<file path="config.mk">
export PLATFORM = sky130hd
export DESIGN_NAME = booth_mac_accumulator_flat
export DESIGN_NICKNAME = d
export VERILOG_FILES = /design/src/rtl/booth_mac_accumulator_pkg.sv /design/src/rtl/booth_mac_accumulator_if.sv /design/src/rtl/booth_mac_accumulator_sat_adder.sv /design/src/rtl/booth_mac_accumulator.sv /design/src/flat_wrapper.sv
export SDC_FILE = /design/constraint.sdc
export NUM_CORES = 1
export LEC_CHECK = 0
export CAP_MARGIN = 20
export CORE_UTILIZATION = 31
export CTS_BUF_LIST = sky130_fd_sc_hd__clkbuf_4 sky130_fd_sc_hd__clkbuf_8 sky130_fd_sc_hd__clkbuf_16
export DETAILED_ROUTE_END_ITERATION = 16
export SLEW_MARGIN = 30
export SYNTH_ARGS = -nofsm -noshare
export SYNTH_HDL_FRONTEND = slang
export SYNTH_SLANG_ARGS = --single-unit
</file>
<file path="constraint.sdc">
create_clock -name clk -period 3 [get_ports clk]
set_input_delay 0.6 -clock clk [delete_from_list [all_inputs] [get_ports clk]]
set_output_delay 0.6 -clock clk [all_outputs]
set_load 0.02 [all_outputs]
</file>
<file path="src/rtl/booth_mac_accumulator_pkg.sv">
// Shared types and default constants for the Booth MAC accumulator slice.
package mac_pkg;

  localparam int DEF_PROD_W      = 8;
  localparam int DEF_ACC_W       = 16;
  localparam int DEF_CNT_W       = 8;
  localparam int DEF_ARM_TIMEOUT = 4;

  // Saturation limits of the default-width accumulator.
  localparam logic signed [DEF_ACC_W-1:0] ACC_MAX = {1'b0, {(DEF_ACC_W-1){1'b1}}};
  localparam logic signed [DEF_ACC_W-1:0] ACC_MIN = {1'b1, {(DEF_ACC_W-1){1'b0}}};

  typedef enum logic [1:0] {
    ST_IDLE  = 2'd0,
    ST_ARMED = 2'd1,
    ST_RUN   = 2'd2
  } state_t;

endpackage

</file>
<file path="src/rtl/booth_mac_accumulator_if.sv">
// Bundles the multiplier-side inputs and the accumulator results.
interface booth_mac_accumulator_if #(
  parameter int PROD_W = 8,
  parameter int ACC_W  = 16,
  parameter int CNT_W  = 8
);
  logic              start;
  logic              busy;
  logic [PROD_W-1:0] ab;
  logic              clear;
  logic [ACC_W-1:0]  acc;
  logic [CNT_W-1:0]  count;
  logic              acc_valid;
  logic              overflow;
  logic              missed;

  modport master (
    output start, busy, ab, clear,
    input  acc, count, acc_valid, overflow, missed
  );

  modport slave (
    input  start, busy, ab, clear,
    output acc, count, acc_valid, overflow, missed
  );
endinterface

</file>
<file path="src/rtl/booth_mac_accumulator_sat_adder.sv">
// Combinational signed saturating adder: wide accumulator plus narrow product.
module sat_adder #(
  parameter int ACC_W  = 16,
  parameter int PROD_W = 8
) (
  input  logic signed [ACC_W-1:0]  a,
  input  logic signed [PROD_W-1:0] b,
  output logic signed [ACC_W-1:0]  sum,
  output logic                     sat
);

  localparam logic signed [ACC_W-1:0] SUM_MAX = {1'b0, {(ACC_W-1){1'b1}}};
  localparam logic signed [ACC_W-1:0] SUM_MIN = {1'b1, {(ACC_W-1){1'b0}}};

  logic signed [ACC_W:0] w_wide;

  // Add with one guard bit; differing top two bits mean the result left the ACC_W range.
  always_comb begin
    w_wide = {a[ACC_W-1], a} + {{(ACC_W+1-PROD_W){b[PROD_W-1]}}, b};
    sum    = w_wide[ACC_W-1:0];
    sat    = 1'b0;
    if (w_wide[ACC_W] != w_wide[ACC_W-1]) begin
      sat = 1'b1;
      sum = w_wide[ACC_W] ? SUM_MIN : SUM_MAX;
    end
  end

endmodule

</file>
<file path="src/rtl/booth_mac_accumulator.sv">
// Follows start/busy transactions of the Booth multiplier and accumulates
// each finished product into a saturating signed sum with count and flags.
module booth_mac_accumulator
  import mac_pkg::*;
#(
  parameter int PROD_W      = DEF_PROD_W,
  parameter int ACC_W       = DEF_ACC_W,
  parameter int CNT_W       = DEF_CNT_W,
  parameter int ARM_TIMEOUT = DEF_ARM_TIMEOUT
) (
  input logic                   clk,
  input logic                   rst,
  booth_mac_accumulator_if.slave bus
);

  localparam int TMO_W = (ARM_TIMEOUT > 1) ? $clog2(ARM_TIMEOUT) : 1;
  localparam logic [TMO_W-1:0] TMO_LAST = TMO_W'(ARM_TIMEOUT - 1);

  state_t                   r_state;
  state_t                   w_stateNext;
  logic [TMO_W-1:0]         r_tmo;
  logic [TMO_W-1:0]         w_tmoNext;
  logic                     w_doAdd;
  logic                     w_setMissed;

  logic signed [ACC_W-1:0]  r_acc;
  logic [CNT_W-1:0]         r_count;
  logic                     r_accValid;
  logic                     r_overflow;
  logic                     r_missed;

  logic signed [ACC_W-1:0]  w_addA;
  logic signed [ACC_W-1:0]  w_sum;
  logic                     w_sat;

  // A clear coinciding with an add restarts the sum from zero.
  assign w_addA = bus.clear ? '0 : r_acc;

  sat_adder #(
    .ACC_W  (ACC_W),
    .PROD_W (PROD_W)
  ) u_sat_adder (
    .a   (w_addA),
    .b   (bus.ab),
    .sum (w_sum),
    .sat (w_sat)
  );

  // State and arm-timeout counter registers.
  always_ff @(posedge clk) begin
    if (rst) begin
      r_state <= ST_IDLE;
      r_tmo   <= '0;
    end else begin
      r_state <= w_stateNext;
      r_tmo   <= w_tmoNext;
    end
  end

  // Next-state logic: arm on start, wait for busy, add when busy falls.
  always_comb begin
    w_stateNext = r_state;
    w_tmoNext   = r_tmo;
    w_doAdd     = 1'b0;
    w_setMissed = 1'b0;
    case (r_state)
      ST_IDLE: begin
        if (bus.start) begin
          w_stateNext = ST_ARMED;
          w_tmoNext   = '0;
        end
      end
      ST_ARMED: begin
        if (bus.busy) begin
          w_stateNext = ST_RUN;
        end else if (r_tmo == TMO_LAST) begin
          w_stateNext = ST_IDLE;
          w_setMissed = 1'b1;
        end else begin
          w_tmoNext = r_tmo + 1'b1;
        end
      end
      ST_RUN: begin
        if (!bus.busy) begin
          w_doAdd     = 1'b1;
          w_stateNext = ST_IDLE;
        end
      end
      default: w_stateNext = ST_IDLE;
    endcase
  end

  // Accumulator, counter and sticky flags; a new missed event wins over a same-cycle clear.
  always_ff @(posedge clk) begin
    if (rst) begin
      r_acc      <= '0;
      r_count    <= '0;
      r_accValid <= 1'b0;
      r_overflow <= 1'b0;
      r_missed   <= 1'b0;
    end else begin
      r_accValid <= w_doAdd;
      if (w_doAdd) begin
        r_acc      <= w_sum;
        r_overflow <= (bus.clear ? 1'b0 : r_overflow) | w_sat;
        if (bus.clear)
          r_count <= CNT_W'(1);
        else if (r_count != {CNT_W{1'b1}})
          r_count <= r_count + 1'b1;
      end else if (bus.clear) begin
        r_acc      <= '0;
        r_count    <= '0;
        r_overflow <= 1'b0;
      end
      if (w_setMissed)
        r_missed <= 1'b1;
      else if (bus.clear)
        r_missed <= 1'b0;
    end
  end

  assign bus.acc       = r_acc;
  assign bus.count     = r_count;
  assign bus.acc_valid = r_accValid;
  assign bus.overflow  = r_overflow;
  assign bus.missed    = r_missed;

endmodule
</file>
<file path="src/flat_wrapper.sv">
// flat-port wrapper written by rule: the top's interface ports become plain ports
module booth_mac_accumulator_flat import mac_pkg::*;
#(
  parameter int PROD_W      = DEF_PROD_W,
  parameter int ACC_W       = DEF_ACC_W,
  parameter int CNT_W       = DEF_CNT_W,
  parameter int ARM_TIMEOUT = DEF_ARM_TIMEOUT
)
  (clk, rst, bus_start, bus_busy, bus_ab, bus_clear, bus_acc, bus_count, bus_acc_valid, bus_overflow, bus_missed);
  booth_mac_accumulator_if #(.PROD_W(PROD_W), .ACC_W(ACC_W), .CNT_W(CNT_W)) bus_i ();
  input logic clk;
  input logic rst;
  input wire logic [$bits(bus_i.start)-1:0] bus_start;
  input wire logic [$bits(bus_i.busy)-1:0] bus_busy;
  input wire logic [$bits(bus_i.ab)-1:0] bus_ab;
  input wire logic [$bits(bus_i.clear)-1:0] bus_clear;
  output wire logic [$bits(bus_i.acc)-1:0] bus_acc;
  output wire logic [$bits(bus_i.count)-1:0] bus_count;
  output wire logic [$bits(bus_i.acc_valid)-1:0] bus_acc_valid;
  output wire logic [$bits(bus_i.overflow)-1:0] bus_overflow;
  output wire logic [$bits(bus_i.missed)-1:0] bus_missed;
  assign bus_i.start = bus_start;
  assign bus_i.busy = bus_busy;
  assign bus_i.ab = bus_ab;
  assign bus_i.clear = bus_clear;
  assign bus_acc = bus_i.acc;
  assign bus_count = bus_i.count;
  assign bus_acc_valid = bus_i.acc_valid;
  assign bus_overflow = bus_i.overflow;
  assign bus_missed = bus_i.missed;
  booth_mac_accumulator #(.PROD_W(PROD_W), .ACC_W(ACC_W), .CNT_W(CNT_W), .ARM_TIMEOUT(ARM_TIMEOUT)) u_core (.clk(clk), .rst(rst), .bus(bus_i));
endmodule
</file>
### Word level (Yosys, flattened, before mapping)

Cells that the tools add are included.

| storage, ports and cells | value |
|---|---|
| register bits | 31 |
| bits in latches | 0 |
| memory bits (writable) | 0 |
| bits in read-only memories | 0 |
| word-level logic and storage cells | 56 |
| memories | 0 |

| operators by class | value |
|---|---|
| add/subtract/negate cells | 3 |
| multiply operators | 0 |
| divide/modulo/power cells | 0 |
| order comparisons | 0 |
| equal/unequal tests | 10 |
| shift-type cells | 0 |
| multiplexer cells | 27 |
| bitwise logic cells | 1 |
| reduce and logical (&&, ||, !) cells | 8 |

Operators with widths:

| operator | count |
|---|---|
| $mux 16 | 4 |
| $mux 8 | 4 |
| $add 16x8->17 | 1 |
| $mux 2 | 7 |
| $mux 1 | 10 |
| $add 8x1->8 const B | 1 |
| $ne 2x2->1 const B | 4 |
| $ne 8x8->1 const B | 1 |
| $reduce_bool 2->1 | 4 |
| $pmux 2 s3 | 1 |
| $eq 2x2->1 const B | 2 |
| $pmux 2 s2 | 1 |
| $reduce_and 4->1 | 1 |
| $ne 3x2->1 const B | 1 |
| $reduce_and 3->1 | 1 |
| $add 2x1->2 const B | 1 |
| $eq 2x1->1 const B | 1 |
| $logic_not 2->1 | 1 |
| $reduce_and 2->1 | 1 |
| $ne 1x1->1 | 1 |
| $or 1x1->1 | 1 |

### Logic depth before layout (Yosys ltp)

| logic depth | value |
|---|---|
| word-level depth | 6 |
| mapped depth | 14 |
| mapped depth without buffers | 11 |

### By module

Synthesis repeated with hierarchy kept, for this count alone.

| second synthesis, totals | value |
|---|---|
| cells, all modules | 268 |
| area total of the unflattened synthesis | 2368.5 um2 |

By module, submodules not included:

| module | instances | cells an instance | area an instance (um2) | sequential area each (um2) |
|---|---|---|---|---|
| booth_mac_accumulator | 1 | 141 | 1346.3 | 620.6 |
| sat_adder | 1 | 127 | 1022.2 | 0.0 |

### Worst setup path after synthesis

No wires, ideal clock.

| timing | value |
|---|---|
| path type | in2reg |
| start | input bus_clear |
| end | register u_core.r_acc[4] (netlist: u_core.bus.acc[4]) |
| setup time | 0.086 ns |
| arrival | 3.022 ns |
| required time | 2.914 ns |
| slack | -0.109 ns |
| cell stages on the path | 12 |
| path through | buf_4 nor2b_1 ha_1 inv_1 fa_1 nor2b_4 o31ai_2 a211o_2 a2111oi_4 nor3_1 a221o_1 a221oi_2 |

| on the way | value |
|---|---|
| longest elaborated chain between the ends | 5 |

Ends and longest elaborated chain:

| element | RTL line | source |
|---|---|---|
| from (decl) | flat_wrapper.sv:16 | `input wire logic [$bits(bus_i.clear)-1:0] bus_clear;` |
| $mux 16 * | - |  |
| $add 16x8->17 | booth_mac_accumulator_sat_adder.sv:19 | `w_wide = {a[ACC_W-1], a} + {{(ACC_W+1-PROD_W){b[PROD_W-1]}}, b};` |
| $mux 16 or $ne 1x1->1 (tied branches) | booth_mac_accumulator_sat_adder.sv:24, booth_mac_accumulator_sat_adder.sv:22 |  |
| $mux 16 | booth_mac_accumulator_sat_adder.sv:22 | `if (w_wide[ACC_W] != w_wide[ACC_W-1]) begin` |
| $mux 16 * | booth_mac_accumulator.sv:103 | `if (w_doAdd) begin` |
| to (signal assigned) | booth_mac_accumulator.sv:104 | `r_acc <= w_sum;` |
| to (decl) | booth_mac_accumulator.sv:26 | `logic signed [ACC_W-1:0] r_acc;` |

Every way passes the cells marked *; elsewhere a longest branch is shown, timed or not.
A chain may end at the register's enable or synchronous reset.

### Worst setup path after layout

Ends and elaborated chain as after synthesis.

==> results.cfg <==
[status]
outcome = finished, final reports clean

[setup_path]
reg2reg_setup_slack_ns = 0.15
crit_path_max_cell_delay_ns = 0.41
critical_path.slowest_cell = sky130_fd_sc_hd__fa_2
crit_arrival_ns = 3.16
critical_path_required_ns = 3.21
startpoint_type = input port
cp-end-kind = flip-flop
crit_top_cell = sky130_fd_sc_hd__nor2b_4
critical_path.cell_chain = buf_4 -> nor2b_4 -> ha_4 -> inv_2 -> fa_2 -> nor2b_4 -> o31ai_4 -> a211o_2 -> a2111oi_4 -> nor3_2 -> a221o_1 -> a221oi_2
worstRegToRegCells = 11
setup.worst_path.class = in2reg
timing.critical_path.fanout_max = 5

[finish]
postLayoutCoreUtil_pct = 46.6
diodes = 0
design.final.nets = 401
finalNonFillerCells = 469
area_delta_synth_final_pct = 46.0
drive_above_1_share_pct = 27.3
final.fill_count = 722

[clock_network]
clkTransAtPathRegs_ns = 0.07
clk_path_buf_depth = 2
number_of_hold_buffers_added_after_cts = 0
clock_tree.htree_level_count = 2
worst_skew_pair.late_latency_ns = 0.29
clock_sink_count = 31
cts_tree = yes
clockRootBuffer = sky130_fd_sc_hd__clkbuf_8
cts_made_buffers = 5

[sta]
max_slew.worst_pin.slew_ns = 0.655
final.period_utilization_pct = 98.3
timing.final.max_slew_violations = 0
hold_viol_final = 0
setup_viol = 0
timing.final.crit_period_ns = 2.95
clock_skew_ns = 0.00829
slew_headroom_pct = 56.2
timing.hold.ws_ns = 0.490
tns_ns = 0
fmax_mhz = 339

[yosys]
syn_area_sq_um = 2300
ys_dominant_reg_cell = sky130_fd_sc_hd__dfxtp_1
ys_top_cells_by_area = sky130_fd_sc_hd__dfxtp_1 27%, sky130_fd_sc_hd__ha_1 9.8%, sky130_fd_sc_hd__nor2_1 4.1%, sky130_fd_sc_hd__nor2b_1 4.1%, sky130_fd_sc_hd__a221o_1 3.9%
yosys.area.top_type_share_pct = 26.9
synth_warnings = 0
synth.largest_area_cell = sky130_fd_sc_hd__dfxtp_1
synth_sequential_area_ratio_pct = 26.9
synth-edff-count = 0
synth.lib_cells_used.distinct = 60
synth_fp_nets = 301
ys_ff_latch = 31
synthArstFlopShare_pct = 0
mean_area_per_synthesized_cell_sq_um = 8.56
yosys-top-cells-count = 31 x sky130_fd_sc_hd__dfxtp_1, 25 x sky130_fd_sc_hd__nor2_1, 18 x sky130_fd_sc_hd__ha_1
synth.most_common_cell = sky130_fd_sc_hd__dfxtp_1
syn_inst = 269

[drt]
drt_pass1_iterations = 4
post_drt_via_cell_ratio = 4.94
drtIter0Drc = 125
routedWlPerCell_microns = 13.4
vias_after_detailed_routing = 2316
postRouteAntennaNets = 0
totalWireLength_microns = 6270
drcViolationCount = 0

[global_routing]
first_global_vias = 2065
grt_max_degree = 14
antenna_found_initial = 0
gr-usage-all-layers_pct = 16.7
grt_first_pass_wirelength_microns = 10000
gr-total-overflow = 0

[placed_design]
gp_congestion = 0.848
port_buffers = 39
dp_cells = 460
place_hpwl_microns = 4960

[pwr]
p_leak_nw = 1.46
power_per_cell_area_nw_per_um2 = 281
vdd.ir_drop.worst_mv = 0.112

[floorplan]
floorplan.die_area_sq_um = 7780
die-width_microns = 88.2
num_rows = 31
die_h_microns = 88.2
core_area_sq_um = 7210
top_level_ports = 40
floorplan.initialDensity_pct = 31.9

[min_path]
hold_path_stages = 2
worst_hold_path_type = reg2reg

[flow_run]
drv.max_cap_violation_count = 0
-- kinds of logic (layout without fill, tap and decap cells) --
family                     count (synthesis)  after routing  share of synthesized area [%]
muxes                                      4              4                           1.74
xor gates and xnor gates                  16             16                           6.08
AOI/OAI and AO/OA                         66             66                           22.9
adders and majority gates                 21             21                           11.5
buffers and inverters                     20            121                           5.00
DFF                                       31             31                           26.9
and+or+nand+nor                          111            111                           25.8
-- per-layer routing --
layer,wire length (microns),vias to the layer above,track usage [%],share of wire [%]
met5,0,-,0,0
met4,70,0,3.96,1.1
met3,274,7,2.73,4.4
met2,2650,54,24.7,42
met1,3270,1063,25.0,52
li1,-,1192,-,-
-- critical path: cells and delay by family --
kind | cells | cell delay (ns)
AO/OA/AOI/OAI | 5 | 1.41
buffers and inverters | 2 | 0.18
adder cells (fa/ha/maj) | 2 | 0.56
AND/OR/NAND/NOR | 3 | 0.41
-- per-stage QoR --
step | cell area [sq um] | power, mW | setup WS [ns]
2_1_floorplan | 2310 | 0.526 | 0.0255
3_3_place_gp | 3220 | 0.606 | -0.710
3_5_place_dp | 3220 | 0.608 | -0.750
4_1_cts | 3340 | 0.948 | 0.000514
5_1_grt | 3360 | 0.989 | -0.00674
6_report | 3360 | 0.944 | 0.0505
-- final cells by class --
type	count	area, sq um	share of cell area [%]
Clock buffer	7	83.8	2.49
Clock inverter	1	5.00	0.149
Inverter	12	45.0	1.34
Multi-Input combinational cell	218	1630	48.5
Sequential cell	31	621	18.5
Tap cell	99	124	3.68
Timing Repair Buffer	101	853	25.4
-- flip-flops by register name, summed over array words and instances (netlist names) --
register and flops:
u_core.bus.acc 16, u_core.bus.acc_valid 1, u_core.bus.count 8, u_core.bus.missed 1, u_core.bus.overflow 1, u_core.r_state 2
u_core.r_tmo 2
-- worst paths after layout --
check                       to              start
max          u_core.bus.acc[4]          bus_clear
min          u_core.bus.missed  u_core.bus.missed
max reg2reg  u_core.bus.acc[4]  u_core.bus.acc[0]
min reg2reg  u_core.bus.missed  u_core.bus.missed
-- repair_timing --
| item | CTS | global route |
|---|---|---|
| endpoints found under the hold margin | 0 | 0 |
| resized for setup | 15 | 7 |
| setup buffers | 2 | 0 |
| setup endpoints to repair | 17 | 12 |
| pin swaps | 6 | 4 |
-- cells in the final DEF, fill, tap and decap left out, types with 11 or more instances in the layout --
cell / synthesis / final
sky130_fd_sc_hd__buf_4: 2 / 63
sky130_fd_sc_hd__clkdlybuf4s50_1: 0 / 35
sky130_fd_sc_hd__dfxtp_1: 31 / 31
sky130_fd_sc_hd__nor2_1: 25 / 25
sky130_fd_sc_hd__ha_1: 18 / 16
sky130_fd_sc_hd__nand2_1: 16 / 15
sky130_fd_sc_hd__nor2b_1: 15 / 13
sky130_fd_sc_hd__nand3_1: 13 / 13
sky130_fd_sc_hd__a21oi_1: 12 / 12
sky130_fd_sc_hd__inv_1: 12 / 11
-- report_power, final --
part / switching, mW / internal [mW] / leakage (nW)
clock network: 0.161 / 0.181 / 0.0491
logic: 0.0887 / 0.0908 / 1.16
registers: 0.00523 / 0.417 / 0.250
(Power assumes the default switching activity.)
